File: config.mk
export PLATFORM = sky130hd
export DESIGN_NAME = sc_lives_downcounter
export DESIGN_NICKNAME = d
export VERILOG_FILES = /design/src/rtl/sc_lives_downcounter.sv
export SDC_FILE = /design/constraint.sdc
export NUM_CORES = 1
export LEC_CHECK = 0
export CORE_ASPECT_RATIO = 0.8
export CORE_MARGIN = 4
export CORE_UTILIZATION = 45
export CTS_BUF_LIST = sky130_fd_sc_hd__clkbuf_16
export CTS_CLUSTER_DIAMETER = 200
export DETAILED_ROUTE_END_ITERATION = 10
export GPL_TIMING_DRIVEN = 0
export HOLD_SLACK_MARGIN = 0.08
export PLACE_DENSITY = 0.73
export SLEW_MARGIN = 10
export SYNTH_ARGS = -nofsm -noshare
export SYNTH_HDL_FRONTEND = slang
export SYNTH_SLANG_ARGS = --single-unit
File: constraint.sdc
create_clock -name SC_LIVES_DOWNCOUNTER_CLOCK_50 -period 2 [get_ports SC_LIVES_DOWNCOUNTER_CLOCK_50]
set_clock_uncertainty 0.1 [all_clocks]
set_input_delay 0.6 -clock SC_LIVES_DOWNCOUNTER_CLOCK_50 [delete_from_list [all_inputs] [get_ports SC_LIVES_DOWNCOUNTER_CLOCK_50]]
set_output_delay 0.6 -clock SC_LIVES_DOWNCOUNTER_CLOCK_50 [all_outputs]
set_load 0.01 [all_outputs]
File: src/rtl/sc_lives_downcounter.sv
// rtl/sc_lives_downcounter.sv - Frogger lives manager: death/bonus events, respawn hold-off, game over
//
// Ports:
//   SC_LIVES_DOWNCOUNTER_CLOCK_50        in   system clock, rising edge
//   SC_LIVES_DOWNCOUNTER_RESET_InLow     in   asynchronous reset, active-low
//   SC_LIVES_DOWNCOUNTER_load_InLow      in   synchronous new-game reload, level, active-low
//   SC_LIVES_DOWNCOUNTER_downcount_InLow in   death request, falling edge = one event
//   SC_LIVES_DOWNCOUNTER_addlife_InLow   in   bonus request, falling edge = one event
//   SC_LIVES_DOWNCOUNTER_lives_Out       out  current life count
//   SC_LIVES_DOWNCOUNTER_respawn_OutLow  out  low during respawn hold-off
//   SC_LIVES_DOWNCOUNTER_gameover_OutHigh out high in GAMEOVER
module sc_lives_downcounter #(
  parameter int LIVES_DOWNCOUNTER_DATAWIDTH       = 3,
  parameter int LIVES_DOWNCOUNTER_INIT            = 3,
  parameter int LIVES_DOWNCOUNTER_RESPAWN_CYCLES  = 8
) (
  input  logic                                   SC_LIVES_DOWNCOUNTER_CLOCK_50,
  input  logic                                   SC_LIVES_DOWNCOUNTER_RESET_InLow,
  input  logic                                   SC_LIVES_DOWNCOUNTER_load_InLow,
  input  logic                                   SC_LIVES_DOWNCOUNTER_downcount_InLow,
  input  logic                                   SC_LIVES_DOWNCOUNTER_addlife_InLow,
  output logic [LIVES_DOWNCOUNTER_DATAWIDTH-1:0] SC_LIVES_DOWNCOUNTER_lives_Out,
  output logic                                   SC_LIVES_DOWNCOUNTER_respawn_OutLow,
  output logic                                   SC_LIVES_DOWNCOUNTER_gameover_OutHigh
);

  localparam int W = LIVES_DOWNCOUNTER_DATAWIDTH;
  localparam logic [W-1:0] LIVES_INIT   = W'(LIVES_DOWNCOUNTER_INIT);
  localparam logic [W-1:0] LIVES_ONE    = W'(1);
  localparam logic [W-1:0] LIVES_MAX    = '1;
  localparam logic [15:0]  RESPAWN_LOAD = 16'(LIVES_DOWNCOUNTER_RESPAWN_CYCLES - 1);

  typedef enum logic [1:0] {
    ST_PLAY,
    ST_RESPAWN,
    ST_GAMEOVER
  } state_t;

  state_t         state;
  logic [W-1:0]   lives;
  logic [15:0]    timer;
  logic           down_prev;
  logic           add_prev;

  logic           down_event;
  logic           add_event;
  logic [W-1:0]   lives_inc;

  // Previous samples reset to 1 so an input already low at reset release
  // counts as one fresh event; a held-low input never re-triggers.
  assign down_event = ~SC_LIVES_DOWNCOUNTER_downcount_InLow & down_prev;
  assign add_event  = ~SC_LIVES_DOWNCOUNTER_addlife_InLow   & add_prev;
  assign lives_inc  = (lives == LIVES_MAX) ? lives : lives + LIVES_ONE;

  always_ff @(posedge SC_LIVES_DOWNCOUNTER_CLOCK_50 or negedge SC_LIVES_DOWNCOUNTER_RESET_InLow) begin
    if (!SC_LIVES_DOWNCOUNTER_RESET_InLow) begin
      state     <= ST_PLAY;
      lives     <= LIVES_INIT;
      timer     <= '0;
      down_prev <= 1'b1;
      add_prev  <= 1'b1;
    end else begin
      // Edge registers sample every cycle, whatever the state, so events
      // ignored during invulnerability are not queued.
      down_prev <= SC_LIVES_DOWNCOUNTER_downcount_InLow;
      add_prev  <= SC_LIVES_DOWNCOUNTER_addlife_InLow;

      if (!SC_LIVES_DOWNCOUNTER_load_InLow) begin
        state <= ST_PLAY;
        lives <= LIVES_INIT;
        timer <= '0;
      end else begin
        case (state)
          ST_PLAY: begin
            if (down_event && add_event) begin
              // Decrement then saturating increment nets to the same count,
              // and lives >= 1 here, so this can never reach GAMEOVER.
              state <= ST_RESPAWN;
              timer <= RESPAWN_LOAD;
            end else if (down_event) begin
              if (lives > LIVES_ONE) begin
                lives <= lives - LIVES_ONE;
                state <= ST_RESPAWN;
                timer <= RESPAWN_LOAD;
              end else begin
                lives <= '0;
                state <= ST_GAMEOVER;
              end
            end else if (add_event) begin
              lives <= lives_inc;
            end
          end
          ST_RESPAWN: begin
            if (add_event) begin
              lives <= lives_inc;
            end
            // Timer loaded with N-1 and exits on 0 gives exactly N cycles low.
            if (timer == 16'd0) begin
              state <= ST_PLAY;
            end else begin
              timer <= timer - 16'd1;
            end
          end
          ST_GAMEOVER: begin
            state <= ST_GAMEOVER;
          end
          default: begin
            state <= ST_PLAY;
          end
        endcase
      end
    end
  end

  assign SC_LIVES_DOWNCOUNTER_lives_Out        = lives;
  assign SC_LIVES_DOWNCOUNTER_respawn_OutLow   = (state != ST_RESPAWN);
  assign SC_LIVES_DOWNCOUNTER_gameover_OutHigh = (state == ST_GAMEOVER);

endmodule
Word-level counts from Yosys, hierarchy flattened
Cells that the tools add are included.
- register bits after elaboration: 23
- input bits: 5
- output and inout bits: 5
- word-level logic and storage cells: 48
- $add $sub $neg: 3
- $lt $le $gt $ge: 1
- equal/unequal tests: 10
- muxes and demuxes: 19
- bitwise gates (word level): 4
- reductions and logical operators: 6
- operators by type and width (cell ; count):
    $mux W16 ; 5
    $pmux W16 S2 ; 1
    $mux W3 ; 6
    $logic_not A16 Y1 ; 1
    $sub A16 B1 Y16 const B ; 1
    $mux W2 ; 5
    $ne A3 B3 Y1 const B ; 3
    $ne A4 B4 Y1 const B ; 2
    $pmux W2 S3 ; 1
    $pmux W3 S2 ; 1
    $reduce_and A2 Y1 ; 2
    $reduce_and A4 Y1 ; 1
    $add A3 B1 Y3 const B ; 1
    $eq A3 B3 Y1 const B ; 1
    $gt A3 B1 Y1 const B ; 1
    $ne A3 B1 Y1 const B ; 1
    $sub A3 B1 Y3 const B ; 1
    $and A1 B1 Y1 ; 2
    $eq A2 B1 Y1 const B ; 1
    $eq A2 B2 Y1 const B ; 1
    $logic_not A2 Y1 ; 1
    $ne A2 B1 Y1 const B ; 1
    $not A1 Y1 ; 2
    $logic_and A1 B1 Y1 ; 1

Longest topological paths before layout
- depth in word-level cells: 7
- gate-level depth with buffers: 8
- depth with buffers taken out: 7

Worst setup path before layout
Ideal clock, no wire load.
- path type: register to register
- start: register lives[1] (netlist: SC_LIVES_DOWNCOUNTER_lives_Out[1])
- end: register timer[1]
- setup time: 0.125 ns
- arrival time: 1.990 ns
- required time: 1.775 ns
- setup slack: -0.215 ns
- stages on the path, launching flop included: 8
- buffers on the path: 0
- period minus slack after synthesis: 2.215 ns
- cells stage by stage: dfstp_2 > inv_1 > ha_1 > o21ba_2 > nor3_1 > o311a_1 > a31oi_4 > mux2_4
- word-level cells in the longest chain between the ends: 3
- RTL lines (what ; line ; source):
    from (decl) ; 40 ; logic [W-1:0] lives;
    from (signal assigned) ; 82 ; lives <= lives - LIVES_ONE;
    from (signal assigned) ; 90 ; lives <= lives_inc;
    from (signal assigned) ; 95 ; lives <= lives_inc;
    $gt A3 B1 Y1 ; 81 ; if (lives > LIVES_ONE) begin
    $ne A4 B4 Y1 (no source line) ; n/a ;
    $reduce_and A4 Y1 (no source line) ; n/a ;
    to (signal assigned) ; 101 ; timer <= timer - 16'd1;
    to (decl) ; 41 ; logic [15:0] timer;
Every way passes these cells.
A chain may end at the register's enable or synchronous reset.

Final worst setup path
Ends and elaborated chain as after synthesis.

==> qor.csv <==
stage,metric,value,unit
status,status,"finished, violations left",
status,failing checks,negative setup slack,
global_route,via count of the first global-routing pass,1204,
clocking,TritonCTS Sinks,23,
placed_design,number of port buffers,8,
cells_and_area,diode count,0,
sta,RSZ-0062 raised after global routing,yes,
sta,final hold vios,0,
synthesis,library cell occupying the most area in the post-synthesis netlist,sky130_fd_sc_hd__dfrtp_1,
synthesis,mapped cell area,1370,sq um
power_and_ir_drop,switching part of the total power,0.340,
synthesis,number of storage elements in the synthesis netlist,23,
drt,drt wl/cell,16.8,um
clocking,clock transition at the registers of the reported paths,0.06,ns
critical_path,crit end category,flip-flop,
die,standard-cell row count,17,
placed_design,post-placement cell count,193,
clocking,Post-CTS Hold Buffers,0,
cells_and_area,final net count,190,
critical_path,arrival time worst endpoint,2.17,ns
sta,share of the clock period used by the worst path,1.06,
critical_path,Setup CP Type,reg -> reg,
synthesis,main combinational cell family by area after synthesis,compound AO/OA/AOI/OAI gates,
power_and_ir_drop,register share of total power,0.338,
drt,count of TritonRoute iterations in the first routing pass,4,
placed_design,worst setup slack before clock tree synthesis,-0.647,ns
synthesis,simple-gate portion of the synthesized area,0.226,
drt,post-route DRC violation count,0,
cells_and_area,area of the multi-input gates,857,sq um
flow_run,number of maximum-capacitance violations,0,
sta,Final setup violation count,17,
global_route,total congestion overflow,0,
power_and_ir_drop,power per unit of standard cell area,896,nW/um^2
clocking,clock latency on the worst-skew pair,0.26,ns
sta,fin worst setup slack,-0.123,ns
global_route,wire length of the first global-routing pass,5.75,mm
placed_design,dpl hpwl,2.09,mm
synthesis,mean cell area of the mapped netlist,9.32,sq um
cells_and_area,sequential cell area,582,sq um
clocking,Root Buffer,sky130_fd_sc_hd__clkbuf_16,
synthesis,proportion of synthesized chip area in sequential cells,0.424,
critical_path,crit path launch,SC_LIVES_DOWNCOUNTER_lives_Out[1],
die,starting density of the core,0.484,
power_and_ir_drop,peak supply drop,558,uV
clocking,CTS tree,yes,
synthesis,dominant cells by area after synthesis,"sky130_fd_sc_hd__dfrtp_1, sky130_fd_sc_hd__dfstp_2, sky130_fd_sc_hd__o21ai_0",
sta,slew at the pin with the worst max-slew slack,1.02,ns
clocking,clk buf depth,2,
clocking,CTS buffer count,3,
synthesis,fraction of post-synthesis cell area in the top cell type by area,0.347,
synthesis,Netlist cell types,45,
cells_and_area,share of the core filled with cells,0.674,
drt,vias per cell,6.03,
critical_path,destination of the worst register-to-register timing path,timer[1],
drt,total number of vias,1314,
synthesis,post-synthesis net count,156,
drt,wire length reported by the detailed router,3.67,mm
power_and_ir_drop,Psw,0.000581,W
die,Die Area,4000,sq um
die,top-level port count,10,
critical_path,highest net fanout along the worst path,5,
cells_and_area,fillers,198,
die,floorplan core area,2830,sq um
critical_path,critical register-to-register path startpoint,SC_LIVES_DOWNCOUNTER_lives_Out[1],
synthesis,mux contribution to synthesized area,0.0265,
synthesis,post-synthesis adder-cell area fraction,0.0365,
min_path,class of the worst hold path,in -> reg,
critical_path,FF-to-FF path depth,7,
clocking,CTS H-Tree Depth,1,
sta,final max-slew violation count,0,
die,height of the die,57.4,um
cells_and_area,area overhead of the layout relative to synthesis,39.1,%
synthesis,number of instances in the synthesized netlist,147,
critical_path,endpoint required time on the critical path,2.05,ns
drt,detailed router's first-iteration violation count,55,
power_and_ir_drop,LEAKAGE,0.885,nW
synthesis,share of the synthesized netlist area taken by xor and xnor gates,0,
cells_and_area,layout cells sized above 1,0.378,
power_and_ir_drop,share of power burned in combinational logic,0.410,
placed_design,RD Place Congestion,0.860,
cells_and_area,post-route non-filler standard cell count,218,
critical_path,Worst setup SP type,flip-flop,
synthesis,compound-gate portion of the synthesized area,0.244,
die,width of the die,69.7,um
global_route,pin count of the biggest net entering global routing,24,
global_route,antenna violations before repair,0,
power_and_ir_drop,cell-internal power,0.00113,W
sta,final critical delay including setup and external delays,2.12,ns
global_route,total global-route track usage,0.186,
sta,headroom to the max-slew limit,0.316,
critical_path,Critical path destination,timer[1],
power_and_ir_drop,part of the total power dissipated in the clock network,0.251,
synthesis,Synthesis Warnings,0,
sta,maximum clock rate,471,MHz
critical_path,register-to-register path setup slack,-0.12,ns
drt,DRT antenna net count,0,
through the flow:
stage / cell area, sq um / TNS [ns] / power (W) / hold WS [ns]
2_1_floorplan: 1380 / -0.753 / 0.000955 / 0.204
3_5_place_dp: 1510 / -9.22 / 0.00107 / 0.393
3_3_place_gp: 1510 / -7.94 / 0.00106 / 0.389
6_report: 1910 / -1.21 / 0.00171 / 0.407
4_1_cts: 1800 / -1.50 / 0.00162 / 0.401
5_1_grt: 1910 / -2.21 / 0.00180 / 0.420
area by class of cell:
cell class | count | area share
Inverter | 9 | 0.0204
Tap cell | 38 | 0.0250
Sequential cell | 23 | 0.305
Multi-Input combinational cell | 110 | 0.450
Buffer | 4 | 0.0158
Clock buffer | 3 | 0.0394
Timing Repair Buffer | 30 | 0.142
Clock inverter | 1 | 0.00197
placed cells by master (no fill, tap or decap), drive strengths merged, types with 2 or more instances in the layout:
cell	netlist	layout
dlygate4sd2	0	4
o31ai	4	4
clkbuf	4	7
nor2	13	13
o21ai	15	15
clkdlybuf4s50	0	2
nor2b	4	4
a31oi	2	2
and2	2	2
a21oi	12	12
ha	4	4
buf	1	23
nor3	6	6
or3	6	6
dfrtp	19	19
dfstp	4	4
nand2	10	10
o211ai	2	2
mux2	2	2
or2	2	2
and3	2	2
inv	9	10
nor4	2	2
nand3	3	3
cell usage after synthesis, drive strengths merged:
cell type / n
buf: 1
a211oi: 1
o41ai: 1
o221ai: 1
o21a: 1
a21boi: 1
o2111a: 1
nor3: 6
and2: 2
nand4: 1
a21oi: 12
inv: 9
mux2: 2
mux2i: 1
dfrtp: 19
o211ai: 2
nor2: 13
and3: 2
nand2: 10
or4: 1
o311ai: 1
a21o: 1
nand3: 3
nor2b: 4
a31oi: 2
a221o: 1
o31ai: 4
o21ba: 1
o311a: 1
ha: 4
nand2b: 1
or3: 6
nor4: 2
or3b: 1
dfstp: 4
a32oi: 1
o31a: 1
or2: 2
o21ai: 15
a41o: 1
clkbuf: 4
sequential cells by signal, indices dropped and copies added, names as in the netlist:
name                            flops
timer                              16
state                               2
down_prev                           1
SC_LIVES_DOWNCOUNTER_lives_Out      3
add_prev                            1
worst max-delay path: stages, from the launching register on:
cell and delay [ns]:
sky130_fd_sc_hd__dfstp_2 0.54, sky130_fd_sc_hd__inv_2 0.05, sky130_fd_sc_hd__ha_4 0.15, sky130_fd_sc_hd__o21ba_4 0.24
sky130_fd_sc_hd__nor3_4 0.04, sky130_fd_sc_hd__o311a_4 0.33, sky130_fd_sc_hd__a31oi_4 0.24, sky130_fd_sc_hd__mux2_4 0.32
repair_timing:
item,CTS,global route
setup endpoints to repair,22,20
buffers inserted,18,3
gates resized for setup,40,15
gates cloned,0,1
pin swaps,7,9
cells by family (layout without fill, tap and decap cells):
| logic type | after synthesis | count (layout) |
|---|---|---|
| flops | 23 | 23 |
| buf+inv | 14 | 47 |
| mux | 3 | 3 |
| compound gates | 49 | 49 |
| simple gates | 54 | 54 |
| fa+ha+maj | 4 | 4 |
metal layers:
metal,track usage,part of all wire
met3,0.0493,0.061
met5,0,0
met2,0.298,0.48
met1,0.236,0.43
met4,0.0929,0.034
power groups by stage:
stage / Combinational, W / Clock (W) / Sequential (W)
after floorplan: 0.000381 / 0 / 0.000574
after global placement: 0.000474 / 0 / 0.000581
after detailed placement: 0.000487 / 0 / 0.000586
after CTS: 0.000615 / 0.000431 / 0.000570
after global routing: 0.000757 / 0.000461 / 0.000584
final: 0.000701 / 0.000429 / 0.000578
how the worst min path moves through the flow:
stage / startpoint / to / slack [ns] / cells past startpoint
2_1_floorplan: SC_LIVES_DOWNCOUNTER_RESET_InLow / SC_LIVES_DOWNCOUNTER_lives_Out[2] / 0.20 / 0
6_report: SC_LIVES_DOWNCOUNTER_downcount_InLow / down_prev / 0.41 / 1
3_5_place_dp: state[0] / state[1] / 0.39 / 1
3_3_place_gp: state[0] / state[1] / 0.39 / 1
5_1_grt: SC_LIVES_DOWNCOUNTER_downcount_InLow / down_prev / 0.42 / 1
4_1_cts: state[0] / state[1] / 0.40 / 1
No activity file was read; power rests on OpenSTA's default activity.
